[src/rtl/dm_access_unit.sv]
// ============================================================================
// Module   : dm_access_unit
// Purpose  : Load/store unit between the CPU memory stage and the data SRAM.
//            Optional macro MISALIGN_SPLIT_EN splits misaligned half/word
//            accesses into two SRAM accesses to consecutive words.
// Revision : 1.0 - initial release
// ============================================================================
`default_nettype none

module dm_access_unit #(
    parameter int ADDR_W = 14,
    parameter int DATA_W = 32
) (
    input  logic              clk,
    input  logic              rst,
    input  logic              req_valid,
    output logic              req_ready,
    input  logic              req_we,
    input  logic [1:0]        req_size,
    input  logic              req_unsigned,
    input  logic [ADDR_W+1:0] req_addr,
    input  logic [DATA_W-1:0] req_wdata,
    output logic              rsp_valid,
    output logic [DATA_W-1:0] rsp_rdata,
    output logic              rsp_err,
    output logic              dm_web,
    output logic [DATA_W-1:0] dm_bweb,
    output logic [ADDR_W-1:0] dm_addr,
    output logic [DATA_W-1:0] dm_data_in,
    input  logic [DATA_W-1:0] dm_data_out
);

    typedef enum logic [2:0] {
        ST_IDLE   = 3'd0,
        ST_ISSUE  = 3'd1,
        ST_ISSUE1 = 3'd2,
        ST_WAIT   = 3'd3,
        ST_RESP   = 3'd4
    } state_t;

    state_t              state_q, state_d;
    logic                we_q, we_d, uns_q, uns_d;
    logic [1:0]          size_q, size_d, off_q, off_d;
    logic                rsp_valid_q, rsp_valid_d, rsp_err_q, rsp_err_d;
    logic [DATA_W-1:0]   rsp_rdata_q, rsp_rdata_d;
    logic                dm_web_q, dm_web_d;
    logic [DATA_W-1:0]   dm_bweb_q, dm_bweb_d, dm_data_in_q, dm_data_in_d;
    logic [ADDR_W-1:0]   dm_addr_q, dm_addr_d;
    logic                w_misalign, w_err;
    logic [3:0]          w_be;
    logic [DATA_W-1:0]   w_di;
`ifdef MISALIGN_SPLIT_EN
    logic                split_q, split_d;
    logic [DATA_W-1:0]   lo_q, lo_d, hi_bweb_q, hi_bweb_d, hi_di_q, hi_di_d;
    logic [7:0]          w_be8;
    logic [63:0]         w_di64;
    logic [DATA_W-1:0]   w_rd;
`endif

    // Byte-enable to active-low bit mask.
    function automatic logic [31:0] f_bweb(input logic [3:0] be);
        return {{8{~be[3]}}, {8{~be[2]}}, {8{~be[1]}}, {8{~be[0]}}};
    endfunction

    function automatic logic [31:0] f_extract(input logic [31:0] w, input logic [1:0] off,
                                              input logic [1:0] size, input logic uns);
        logic [7:0]  b;
        logic [15:0] h;
        b = w[{off, 3'b000} +: 8];
        h = w[{off[1], 4'b0000} +: 16];
        case (size)
            2'b00:   return {{24{b[7] & ~uns}}, b};
            2'b01:   return {{16{h[15] & ~uns}}, h};
            default: return w;
        endcase
    endfunction

    always_comb begin
        w_misalign = ((req_size == 2'b01) && req_addr[0]) ||
                     ((req_size == 2'b10) && (req_addr[1:0] != 2'b00));
`ifdef MISALIGN_SPLIT_EN
        // Only a split that would wrap past the last word is refused.
        w_err  = (req_size == 2'b11) || (w_misalign && (&req_addr[ADDR_W+1:2]));
        w_be8  = ((req_size == 2'b01) ? 8'h03 : 8'h0F) << req_addr[1:0];
        w_di64 = {32'd0, (req_size == 2'b01) ? {16'd0, req_wdata[15:0]} : req_wdata}
                 << {req_addr[1:0], 3'b000};
        w_rd   = 32'({dm_data_out, lo_q} >> {off_q, 3'b000});
`else
        w_err  = (req_size == 2'b11) || w_misalign;
`endif
        case (req_size)
            2'b00: begin
                w_be = 4'b0001 << req_addr[1:0];
                w_di = {4{req_wdata[7:0]}};
            end
            2'b01: begin
                w_be = req_addr[1] ? 4'b1100 : 4'b0011;
                w_di = {2{req_wdata[15:0]}};
            end
            default: begin
                w_be = 4'hF;
                w_di = req_wdata;
            end
        endcase
    end

    always_comb begin
        state_d      = state_q;
        we_d         = we_q;
        uns_d        = uns_q;
        size_d       = size_q;
        off_d        = off_q;
        rsp_valid_d  = 1'b0;
        rsp_err_d    = 1'b0;
        rsp_rdata_d  = '0;
        dm_web_d     = 1'b1;
        dm_bweb_d    = '1;
        dm_addr_d    = dm_addr_q;
        dm_data_in_d = dm_data_in_q;
`ifdef MISALIGN_SPLIT_EN
        split_d      = split_q;
        lo_d         = lo_q;
        hi_bweb_d    = hi_bweb_q;
        hi_di_d      = hi_di_q;
`endif
        case (state_q)
            ST_IDLE: begin
                if (req_valid) begin
                    we_d      = req_we;
                    uns_d     = req_unsigned;
                    size_d    = req_size;
                    off_d     = req_addr[1:0];
                    dm_addr_d = req_addr[ADDR_W+1:2];
                    if (w_err) begin
                        state_d     = ST_RESP;
                        rsp_valid_d = 1'b1;
                        rsp_err_d   = 1'b1;
                    end else begin
                        state_d  = ST_ISSUE;
                        dm_web_d = ~req_we;
`ifdef MISALIGN_SPLIT_EN
                        split_d   = w_misalign;
                        hi_bweb_d = f_bweb(w_be8[7:4]);
                        hi_di_d   = w_di64[63:32];
                        if (req_we) begin
                            dm_bweb_d    = w_misalign ? f_bweb(w_be8[3:0]) : f_bweb(w_be);
                            dm_data_in_d = w_misalign ? w_di64[31:0] : w_di;
                        end
`else
                        if (req_we) begin
                            dm_bweb_d    = f_bweb(w_be);
                            dm_data_in_d = w_di;
                        end
`endif
                    end
                end
            end
            ST_ISSUE: begin
`ifdef MISALIGN_SPLIT_EN
                if (split_q) begin
                    state_d   = ST_ISSUE1;
                    dm_addr_d = dm_addr_q + 1'b1;
                    dm_web_d  = ~we_q;
                    if (we_q) begin
                        dm_bweb_d    = hi_bweb_q;
                        dm_data_in_d = hi_di_q;
                    end
                end else if (we_q) begin
                    state_d     = ST_RESP;
                    rsp_valid_d = 1'b1;
                end else begin
                    state_d = ST_WAIT;
                end
`else
                if (we_q) begin
                    state_d     = ST_RESP;
                    rsp_valid_d = 1'b1;
                end else begin
                    state_d = ST_WAIT;
                end
`endif
            end
`ifdef MISALIGN_SPLIT_EN
            ST_ISSUE1: begin
                lo_d = dm_data_out;
                if (we_q) begin
                    state_d     = ST_RESP;
                    rsp_valid_d = 1'b1;
                end else begin
                    state_d = ST_WAIT;
                end
            end
`endif
            ST_WAIT: begin
                state_d     = ST_RESP;
                rsp_valid_d = 1'b1;
`ifdef MISALIGN_SPLIT_EN
                rsp_rdata_d = split_q ? f_extract(w_rd, 2'b00, size_q, uns_q)
                                      : f_extract(dm_data_out, off_q, size_q, uns_q);
`else
                rsp_rdata_d = f_extract(dm_data_out, off_q, size_q, uns_q);
`endif
            end
            ST_RESP: state_d = ST_IDLE;
            default: state_d = ST_IDLE;
        endcase
    end

    always_ff @(posedge clk) begin
        if (rst) begin
            state_q      <= ST_IDLE;
            we_q         <= 1'b0;
            uns_q        <= 1'b0;
            size_q       <= 2'b00;
            off_q        <= 2'b00;
            rsp_valid_q  <= 1'b0;
            rsp_err_q    <= 1'b0;
            rsp_rdata_q  <= '0;
            dm_web_q     <= 1'b1;
            dm_bweb_q    <= '1;
            dm_addr_q    <= '0;
            dm_data_in_q <= '0;
`ifdef MISALIGN_SPLIT_EN
            split_q      <= 1'b0;
            lo_q         <= '0;
            hi_bweb_q    <= '1;
            hi_di_q      <= '0;
`endif
        end else begin
            state_q      <= state_d;
            we_q         <= we_d;
            uns_q        <= uns_d;
            size_q       <= size_d;
            off_q        <= off_d;
            rsp_valid_q  <= rsp_valid_d;
            rsp_err_q    <= rsp_err_d;
            rsp_rdata_q  <= rsp_rdata_d;
            dm_web_q     <= dm_web_d;
            dm_bweb_q    <= dm_bweb_d;
            dm_addr_q    <= dm_addr_d;
            dm_data_in_q <= dm_data_in_d;
`ifdef MISALIGN_SPLIT_EN
            split_q      <= split_d;
            lo_q         <= lo_d;
            hi_bweb_q    <= hi_bweb_d;
            hi_di_q      <= hi_di_d;
`endif
        end
    end

    assign req_ready  = (state_q == ST_IDLE);
    assign rsp_valid  = rsp_valid_q;
    assign rsp_err    = rsp_err_q;
    assign rsp_rdata  = rsp_rdata_q;
    assign dm_web     = dm_web_q;
    assign dm_bweb    = dm_bweb_q;
    assign dm_addr    = dm_addr_q;
    assign dm_data_in = dm_data_in_q;

endmodule

`default_nettype wire

[config.mk]
export PLATFORM = sky130hd
export DESIGN_NAME = dm_access_unit
export DESIGN_NICKNAME = d
export VERILOG_FILES = /design/src/rtl/dm_access_unit.sv
export SDC_FILE = /design/constraint.sdc
export NUM_CORES = 1
export LEC_CHECK = 0
export ABC_AREA = 1
export CAP_MARGIN = 20
export CORE_MARGIN = 2
export CORE_UTILIZATION = 45
export CTS_CLUSTER_SIZE = 28
export DETAILED_ROUTE_END_ITERATION = 8
export HOLD_SLACK_MARGIN = 0.02
export PLACE_DENSITY = 0.86
export SETUP_SLACK_MARGIN = 0.5
export SLEW_MARGIN = 20
export SYNTH_ARGS = -nofsm -noshare
export SYNTH_HDL_FRONTEND = slang
export SYNTH_SLANG_ARGS = --single-unit
[constraint.sdc]
create_clock -name clk -period 2.5 [get_ports clk]
set_input_delay 0.25 -clock clk [delete_from_list [all_inputs] [get_ports clk]]
set_output_delay 0.25 -clock clk [all_outputs]
set_load 0.05 [all_outputs]
==> results of run 1 <==
==> registers in the layout (all words and copies together) (netlist names), 2 cells and up <==
name / flops
size_q: 2
dm_addr: 14
dm_bweb: 4
rsp_rdata: 32
state_q: 3
dm_data_in: 32
off_q: 2
==> power groups by stage <==
stage	sequential [mW]	clock (mW)	combinational (mW)
final	1.63	1.07	1.08
after global routing	1.64	1.13	1.16
after CTS	1.63	1.07	1.08
after detailed placement	1.66	0	1.08
after global placement	1.66	0	1.06
after floorplan	1.85	0	0.535
==> what timing repair did <==
| action | 4_1_cts | 5_1_grt |
|---|---|---|
| gates resized for setup | 13 | 16 |
| endpoints found under the setup margin | 19 | 21 |
| hold endpoints to repair | 0 | 0 |
==> stage by stage <==
step	cell area, um^2	util	power, mW	setup WS (ns)
global placement	6147	0.6590	2.722	0.5599
floorplan	4359	-	2.384	1.228
global route	6372	0.6832	3.935	0.4683
finish	6372	0.6832	3.776	0.5552
CTS	6334	0.6790	3.780	0.5010
detailed placement	6147	0.6590	2.742	0.4659
==> area by class of cell <==
class	count	share of cell area
repair buffers	208	0.3271
clock buffers	10	0.02003
clock inverters	6	0.01178
inverters	40	0.02435
multi-input cells	419	0.2961
flip-flops and latches	94	0.2953
well taps	129	0.02533
==> how the worst min path moves through the flow <==
stage	from	to	slack [ns]	cells after the start
6_report	req_addr[10]	dm_addr[8]$_SDFFE_PP0N_	0.45	3
5_1_grt	req_addr[12]	dm_addr[10]$_SDFFE_PP0N_	0.44	3
4_1_cts	req_addr[6]	dm_addr[4]$_SDFFE_PP0N_	0.45	3
3_5_place_dp	dm_addr[3]$_SDFFE_PP0N_	dm_addr[3]$_SDFFE_PP0N_	0.46	2
3_3_place_gp	dm_addr[8]$_SDFFE_PP0N_	dm_addr[8]$_SDFFE_PP0N_	0.45	2
2_1_floorplan	rst	dm_web$_SDFF_PP1_	0.35	2
==> kinds of logic (layout without fill, tap and decap cells) <==
kind of cell	Yosys count	count (layout)	share of synthesized area
AND/OR/NAND/NOR	299	299	0.2899
buffers and inverters	102	264	0.1355
AO/OA/AOI/OAI	120	120	0.1429
flip-flops	94	94	0.4317
==> per-layer routing <==
| layer | part of all wire | vias up | GRT usage |
|---|---|---|---|
| met5 | 0 | - | 0 |
| met2 | 0.49 | 232 | 0.4193 |
| met4 | 0.019 | 0 | 0.08718 |
| met3 | 0.091 | 27 | 0.05404 |
| li1 | - | 2224 | - |
| met1 | 0.40 | 2054 | 0.3001 |
==> Yosys cell counts <==
| library cell | count | area, um^2 |
|---|---|---|
| sky130_fd_sc_hd__a21oi_1 | 49 | 245.2 |
| sky130_fd_sc_hd__a21oi_2 | 5 | 43.79 |
| sky130_fd_sc_hd__a31oi_1 | 1 | 6.260 |
| sky130_fd_sc_hd__buf_1 | 1 | 3.750 |
| sky130_fd_sc_hd__buf_2 | 9 | 45.04 |
| sky130_fd_sc_hd__buf_4 | 29 | 217.7 |
| sky130_fd_sc_hd__buf_6 | 11 | 123.9 |
| sky130_fd_sc_hd__clkbuf_1 | 12 | 45.04 |
| sky130_fd_sc_hd__dfxtp_1 | 94 | 1882 |
| sky130_fd_sc_hd__inv_1 | 33 | 123.9 |
| sky130_fd_sc_hd__inv_2 | 5 | 18.77 |
| sky130_fd_sc_hd__inv_4 | 2 | 12.51 |
| sky130_fd_sc_hd__nand2_1 | 168 | 630.6 |
| sky130_fd_sc_hd__nand2_2 | 5 | 31.28 |
| sky130_fd_sc_hd__nand2_4 | 3 | 33.78 |
| sky130_fd_sc_hd__nand3_1 | 21 | 105.1 |
| sky130_fd_sc_hd__nand3_2 | 1 | 10.01 |
| sky130_fd_sc_hd__nand3_4 | 1 | 17.52 |
| sky130_fd_sc_hd__nor2_1 | 88 | 330.3 |
| sky130_fd_sc_hd__nor2_2 | 3 | 18.77 |
| sky130_fd_sc_hd__nor2_4 | 1 | 11.26 |
| sky130_fd_sc_hd__nor2_8 | 2 | 40.04 |
| sky130_fd_sc_hd__nor3_1 | 4 | 20.02 |
| sky130_fd_sc_hd__nor4_1 | 1 | 6.260 |
| sky130_fd_sc_hd__nor4b_1 | 1 | 8.760 |
| sky130_fd_sc_hd__o211ai_1 | 1 | 7.510 |
| sky130_fd_sc_hd__o21ai_0 | 59 | 295.3 |
| sky130_fd_sc_hd__o21ai_1 | 5 | 25.02 |
==> metrics.yaml, run 1 <==
outcome: "finished clean"
dp_hpwl_um: 10000
tritoncts_buffer_count: 9
crit_start: "dm_bweb[7]$_SDFF_PP1_"
power_density_nw_per_um2: 592.6
cp_endpoint: "dm_bweb[2]"
p_int_mw: 2.444
power_frac_clock: 0.282
insertedDiodeCount: 0
grt_pass1_wl_um: 20020
final.fill_count: 793
grt_antenna_before_repair: 0
routed-via-count: 4537
power.ir.vdd_worst_mv: 0.3061
grt_setup_unrepaired: "true"
final-setup-viol-count: 0
cts_tree: "yes"
gr-usage-all-layers: 0.2440
hold_ws_ns: 0.4487
initial_cell_density_of_the_core: 0.4673
reg2reg_from: "state_q[1]$_SDFFE_PP0P_"
cts.hold.buffers_added: 0
p_comb_frac: 0.286
setup.worst_path.start_class: "flop"
timing.final.max_slew_violations: 0
design.die.area_um2: 10490
worst_path_max_delay_cell: "sky130_fd_sc_hd__clkdlybuf4s50_1"
rr_endpoint: "dm_data_in[30]$_SDFFE_PP0P_"
grt_start_max_net_pins: 41
synth.yosys.warnings: 0
net_switching_power_mw: 1.332
synth_seq_area_share: 0.4317
critical_path.max_stage_delay_ns: 0.86
seq_area_um2: 1882
sw_frac_of_total: 0.3529
vias_per_cell: 5.008
f_max_mhz: 514.2
total_number_of_placement_rows: 35
clock-sinks: 94
clk_root_buffer_cell: "sky130_fd_sc_hd__clkbuf_8"
globalplace.congestion: 0.9750
worstPathCellList: "clkdlybuf4s50_1"
setup_tns_ns: 0
post_synth.cell_area_avg_um2: 7.088
layout_commonest_cell: "sky130_fd_sc_hd__clkdlybuf4s50_1"
avgRoutedWirePerCell_um: 14.46
footprint_of_the_multi_input_gates_um2: 1887
final_period_minus_worst_setup_slack_ns: 1.945
drc_errors: 0
power_leakage_nw: 2.601
yosys_register_bits: 94
cts_htree_levels: 3
finalNetCount: 859
post_synth_num_cell_types: 28
chipHeight_um: 102.4
floorplan.core_area_um2: 9328
worst-endpoint-required_ns: 2.25
worst_slew_pin_slew_ns: 0.6304
path_length_in_cells_of_the_critical_path: 1
layout-area-overhead-vs-synth_pct: 46.18
drtAntennaViolNets: 0
timing.hold.worst.class: "in -> reg"
finalCritPeriodShare: 0.7779
cts_setup_buffers: 0
crit_buf_inv: 1
synthesis.area_um2: 4359
worst_ep_arrival_time_ns: 1.69
number_of_max_capacitance_violations_reported: 0
setup.reg_to_reg.worst_slack_ns: 0.83
first_iter_violations: 209
detailedRoute.firstPassIterationCount: 4
syn_nets: 702
timing.critical_path.max_delay_family: "buffers and inverters"
numPlacedInstances: 890
grt_pass1_vias: 4278
timing.setup.critical_path_class: "reg -> out"
fin_worst_skew_ns: 0.01870
seqPwrFrac: 0.432
layout-drive-gt1-share: 0.06564
timing.critical_path.fanout_max: 8
clkLatencyLatePin_ns: 0.37
final-hold-violation-count: 0
io_buffer_count: 200
wl_final_um: 13100
final_instance_count_without_filler_cells: 906
floorplan_die_width_um: 102.4
clk_transition_reported_paths_ns: 0.10
relSlewSlack: 0.5793
r2r_cells: 8
most-common-layout-cells: "sky130_fd_sc_hd__clkdlybuf4s50_1 (172), sky130_fd_sc_hd__nand2_1 (168), sky130_fd_sc_hd__dfxtp_1 (94), sky130_fd_sc_hd__nor2_1 (88), sky130_fd_sc_hd__o21ai_0 (59)"
grt_remaining_overflow: 0
floorplan.io_pins: 201
timing.critical_path.to_type: "output port"
cts_max_path_buffers: 2
syn_inst: 615
No activity file was read; power rests on OpenSTA's default activity.
==> inputs of run 2 (changes only) <==
CORE_UTILIZATION = 42   (was 45)
PLACE_DENSITY = 0.81   (was 0.86)
clock period = 2 ns   (was 2.5 ns; I/O delays follow)
==> metrics.yaml, run 2 (synthesis results as in run 1) <==
met2_track_demand_over_resource: 0.3949  # was 0.4193
power.ir.vdd_worst_mv: 0.4265  # was 0.3061 mV
grt_pass1_wl_um: 20600  # was 20020 um
vias_per_cell: 5.030  # was 5.008
cts_htree_levels: 3  # unchanged
worst_slew_pin_slew_ns: 0.5499  # was 0.6304 ns
f_max_mhz: 677.5
met1_usage: 0.2653  # was 0.3001
critical_path.max_stage_delay_ns: 0.55  # was 0.86 ns
layout-drive-gt1-share: 0.1301  # was 0.06564
timing.critical_path.fanout_max: 2  # was 8
io_buffer_count: 200  # unchanged
most-common-layout-cells: "sky130_fd_sc_hd__nand2_1 (168), sky130_fd_sc_hd__dfxtp_1 (91), sky130_fd_sc_hd__nor2_1 (87), sky130_fd_sc_hd__clkdlybuf4s50_1 (84), sky130_fd_sc_hd__dlygate4sd2_1 (61)"  # was sky130_fd_sc_hd__clkdlybuf4s50_1 (172), sky130_fd_sc_hd__nand2_1 (168), sky130_fd_sc_hd__dfxtp_1 (94), sky130_fd_sc_hd__nor2_1 (88), sky130_fd_sc_hd__o21ai_0 (59)
relSlewSlack: 0.6348  # was 0.5793
cts_tree: "yes"  # unchanged
timing.critical_path.to_type: "output port"  # unchanged
avgRoutedWirePerCell_um: 14.11  # was 14.46 um
timing.critical_path.max_delay_family: "buffers and inverters"  # unchanged
power_leakage_nw: 3.014  # was 2.601 nW
finalNetCount: 866  # was 859
floorplan.core_area_um2: 10180  # was 9328 um^2
total_number_of_placement_rows: 37  # was 35
worst_path_max_delay_cell: "sky130_fd_sc_hd__dlygate4sd2_1"  # was sky130_fd_sc_hd__clkdlybuf4s50_1
grt_remaining_overflow: 0  # unchanged
clkLatencyLatePin_ns: 0.36  # was 0.37 ns
first_iter_violations: 252  # was 209
detailedRoute.firstPassIterationCount: 5  # was 4
cts.hold.buffers_added: 0  # unchanged
final-hold-violation-count: 0  # unchanged
layout_commonest_cell: "sky130_fd_sc_hd__nand2_1"  # was sky130_fd_sc_hd__clkdlybuf4s50_1
initial_cell_density_of_the_core: 0.4280  # was 0.4673
design.die.area_um2: 11210  # was 10490 um^2
floorplan.io_pins: 201  # unchanged
grt_pass1_vias: 4349  # was 4278
clock-sinks: 94  # unchanged
numPlacedInstances: 901  # was 890
grt_setup_unrepaired: "true"  # unchanged
cts_max_path_buffers: 2  # unchanged
worstPathCellList: "dlygate4sd2_1"  # was clkdlybuf4s50_1
grt_antenna_before_repair: 0  # unchanged
grt_start_max_net_pins: 41  # unchanged
layout-area-overhead-vs-synth_pct: 46.01  # was 46.18%
tritoncts_buffer_count: 9  # unchanged
insertedDiodeCount: 0  # unchanged
final-setup-viol-count: 0  # unchanged
routed-via-count: 4628  # was 4537
final_period_minus_worst_setup_slack_ns: 1.476
worst_ep_arrival_time_ns: 1.28  # was 1.69 ns
final.fill_count: 932  # was 793
wl_final_um: 12980  # was 13100 um
setup.worst_path.start_class: "flop"  # unchanged
number_of_max_capacitance_violations_reported: 0  # unchanged
drc_errors: 0  # unchanged
top_usage_layer: "met2"  # unchanged
drtAntennaViolNets: 0  # unchanged
grtUsageMet3: 0.07545  # was 0.05404
gr-usage-all-layers: 0.2292  # was 0.2440
outcome: "finished clean"  # unchanged
timing.hold.worst.class: "in -> reg"  # unchanged
final_instance_count_without_filler_cells: 920  # was 906
setup_tns_ns: 0  # unchanged
worst-endpoint-required_ns: 1.80  # was 2.25 ns
timing.setup.critical_path_class: "reg -> out"  # unchanged
crit_buf_inv: 1  # unchanged
globalplace.congestion: 1.005  # was 0.9750
dp_hpwl_um: 9569  # was 10000 um
power_density_nw_per_um2: 745.3  # was 592.6 nW/um^2
finalCritPeriodShare: 0.7380
timing.final.max_slew_violations: 0  # unchanged
clk_transition_reported_paths_ns: 0.09  # was 0.10 ns
clk_root_buffer_cell: "sky130_fd_sc_hd__clkbuf_8"  # unchanged
hold_ws_ns: 0.2705  # was 0.4487 ns
fin_worst_skew_ns: 0.005907  # was 0.01870 ns
chipHeight_um: 105.9  # was 102.4 um
floorplan_die_width_um: 105.9  # was 102.4 um
run 2: cell types whose count changed in the layout (fill, tap and decap cells not counted), moves of 4 or more:
cell,before,now
sky130_fd_sc_hd__buf_4,8,12
sky130_fd_sc_hd__dlygate4sd2_1,12,61
sky130_fd_sc_hd__clkdlybuf4s50_1,172,84
sky130_fd_sc_hd__clkdlybuf4s15_2,0,17
sky130_fd_sc_hd__buf_2,0,9
sky130_fd_sc_hd__clkbuf_2,0,6
sky130_fd_sc_hd__clkdlybuf4s15_1,1,15
sky130_fd_sc_hd__clkdlybuf4s18_2,0,5
sky130_fd_sc_hd__dlymetal6s2s_1,15,2
run 2: per-layer routing:
metal	vias to the layer above	wire length, um
met5	-	0
met4	0	332
met2	245	6389
met1	2113	5016
met3	28	1242
li1	2242	-
run 2: where the power goes:
group          internal (mW)  switching, mW  leakage, nW
logic                  0.473          0.884         2.14
registers               1.97         0.0689        0.766
clock network          0.660          0.691        0.111
run 2: area by class of cell:
| type | count | area [um^2] | share of cell area |
|---|---|---|---|
| sequential | 94 | 1886 | 0.2962 |
| tap | 136 | 170.2 | 0.02673 |
| inverter | 40 | 165.2 | 0.02595 |
| timing repair buffer | 215 | 2024 | 0.3181 |
| multi-input combinational | 419 | 1903 | 0.2990 |
| clock inverter | 5 | 65.06 | 0.01022 |
| clock buffer | 11 | 151.4 | 0.02379 |
run 2: per-stage QoR:
| stage | setup slack [ns] | cell area (um^2) | utilization | total power [mW] |
|---|---|---|---|---|
| after floorplan | 0.7284 | 4359 | - | 2.979 |
| after global placement | 0.2741 | 6196 | 0.6084 | 3.409 |
| after detailed placement | 0.1410 | 6196 | 0.6084 | 3.436 |
| after CTS | 0.3855 | 6375 | 0.6259 | 4.748 |
| after global routing | 0.4813 | 6365 | 0.6249 | 4.984 |
| final | 0.5241 | 6365 | 0.6249 | 4.744 |
run 2: timing repair:
action | 4_1_cts | 5_1_grt
setup endpoints to repair | 119 | 112
cloned | 0 | 1
pin swaps | 0 | 1
setup buffers | 2 | 0
resized for setup | 180 | 61
run 2: worst paths after layout:
check / startpoint / endpoint / slack, ns / cells after the start
hold reg to reg: dm_addr[6]$_SDFFE_PP0N_ / dm_addr[6]$_SDFFE_PP0N_ / 0.47 / 2
setup reg to reg: size_q[1]$_SDFFE_PP0N_ / rsp_rdata[10]$_SDFF_PP0_ / 0.60 / 7
setup / recovery: dm_data_in[25]$_SDFFE_PP0P_ / dm_data_in[25] / 0.52 / 1
hold / removal: req_addr[0] / off_q[0]$_SDFFE_PP0N_ / 0.27 / 3
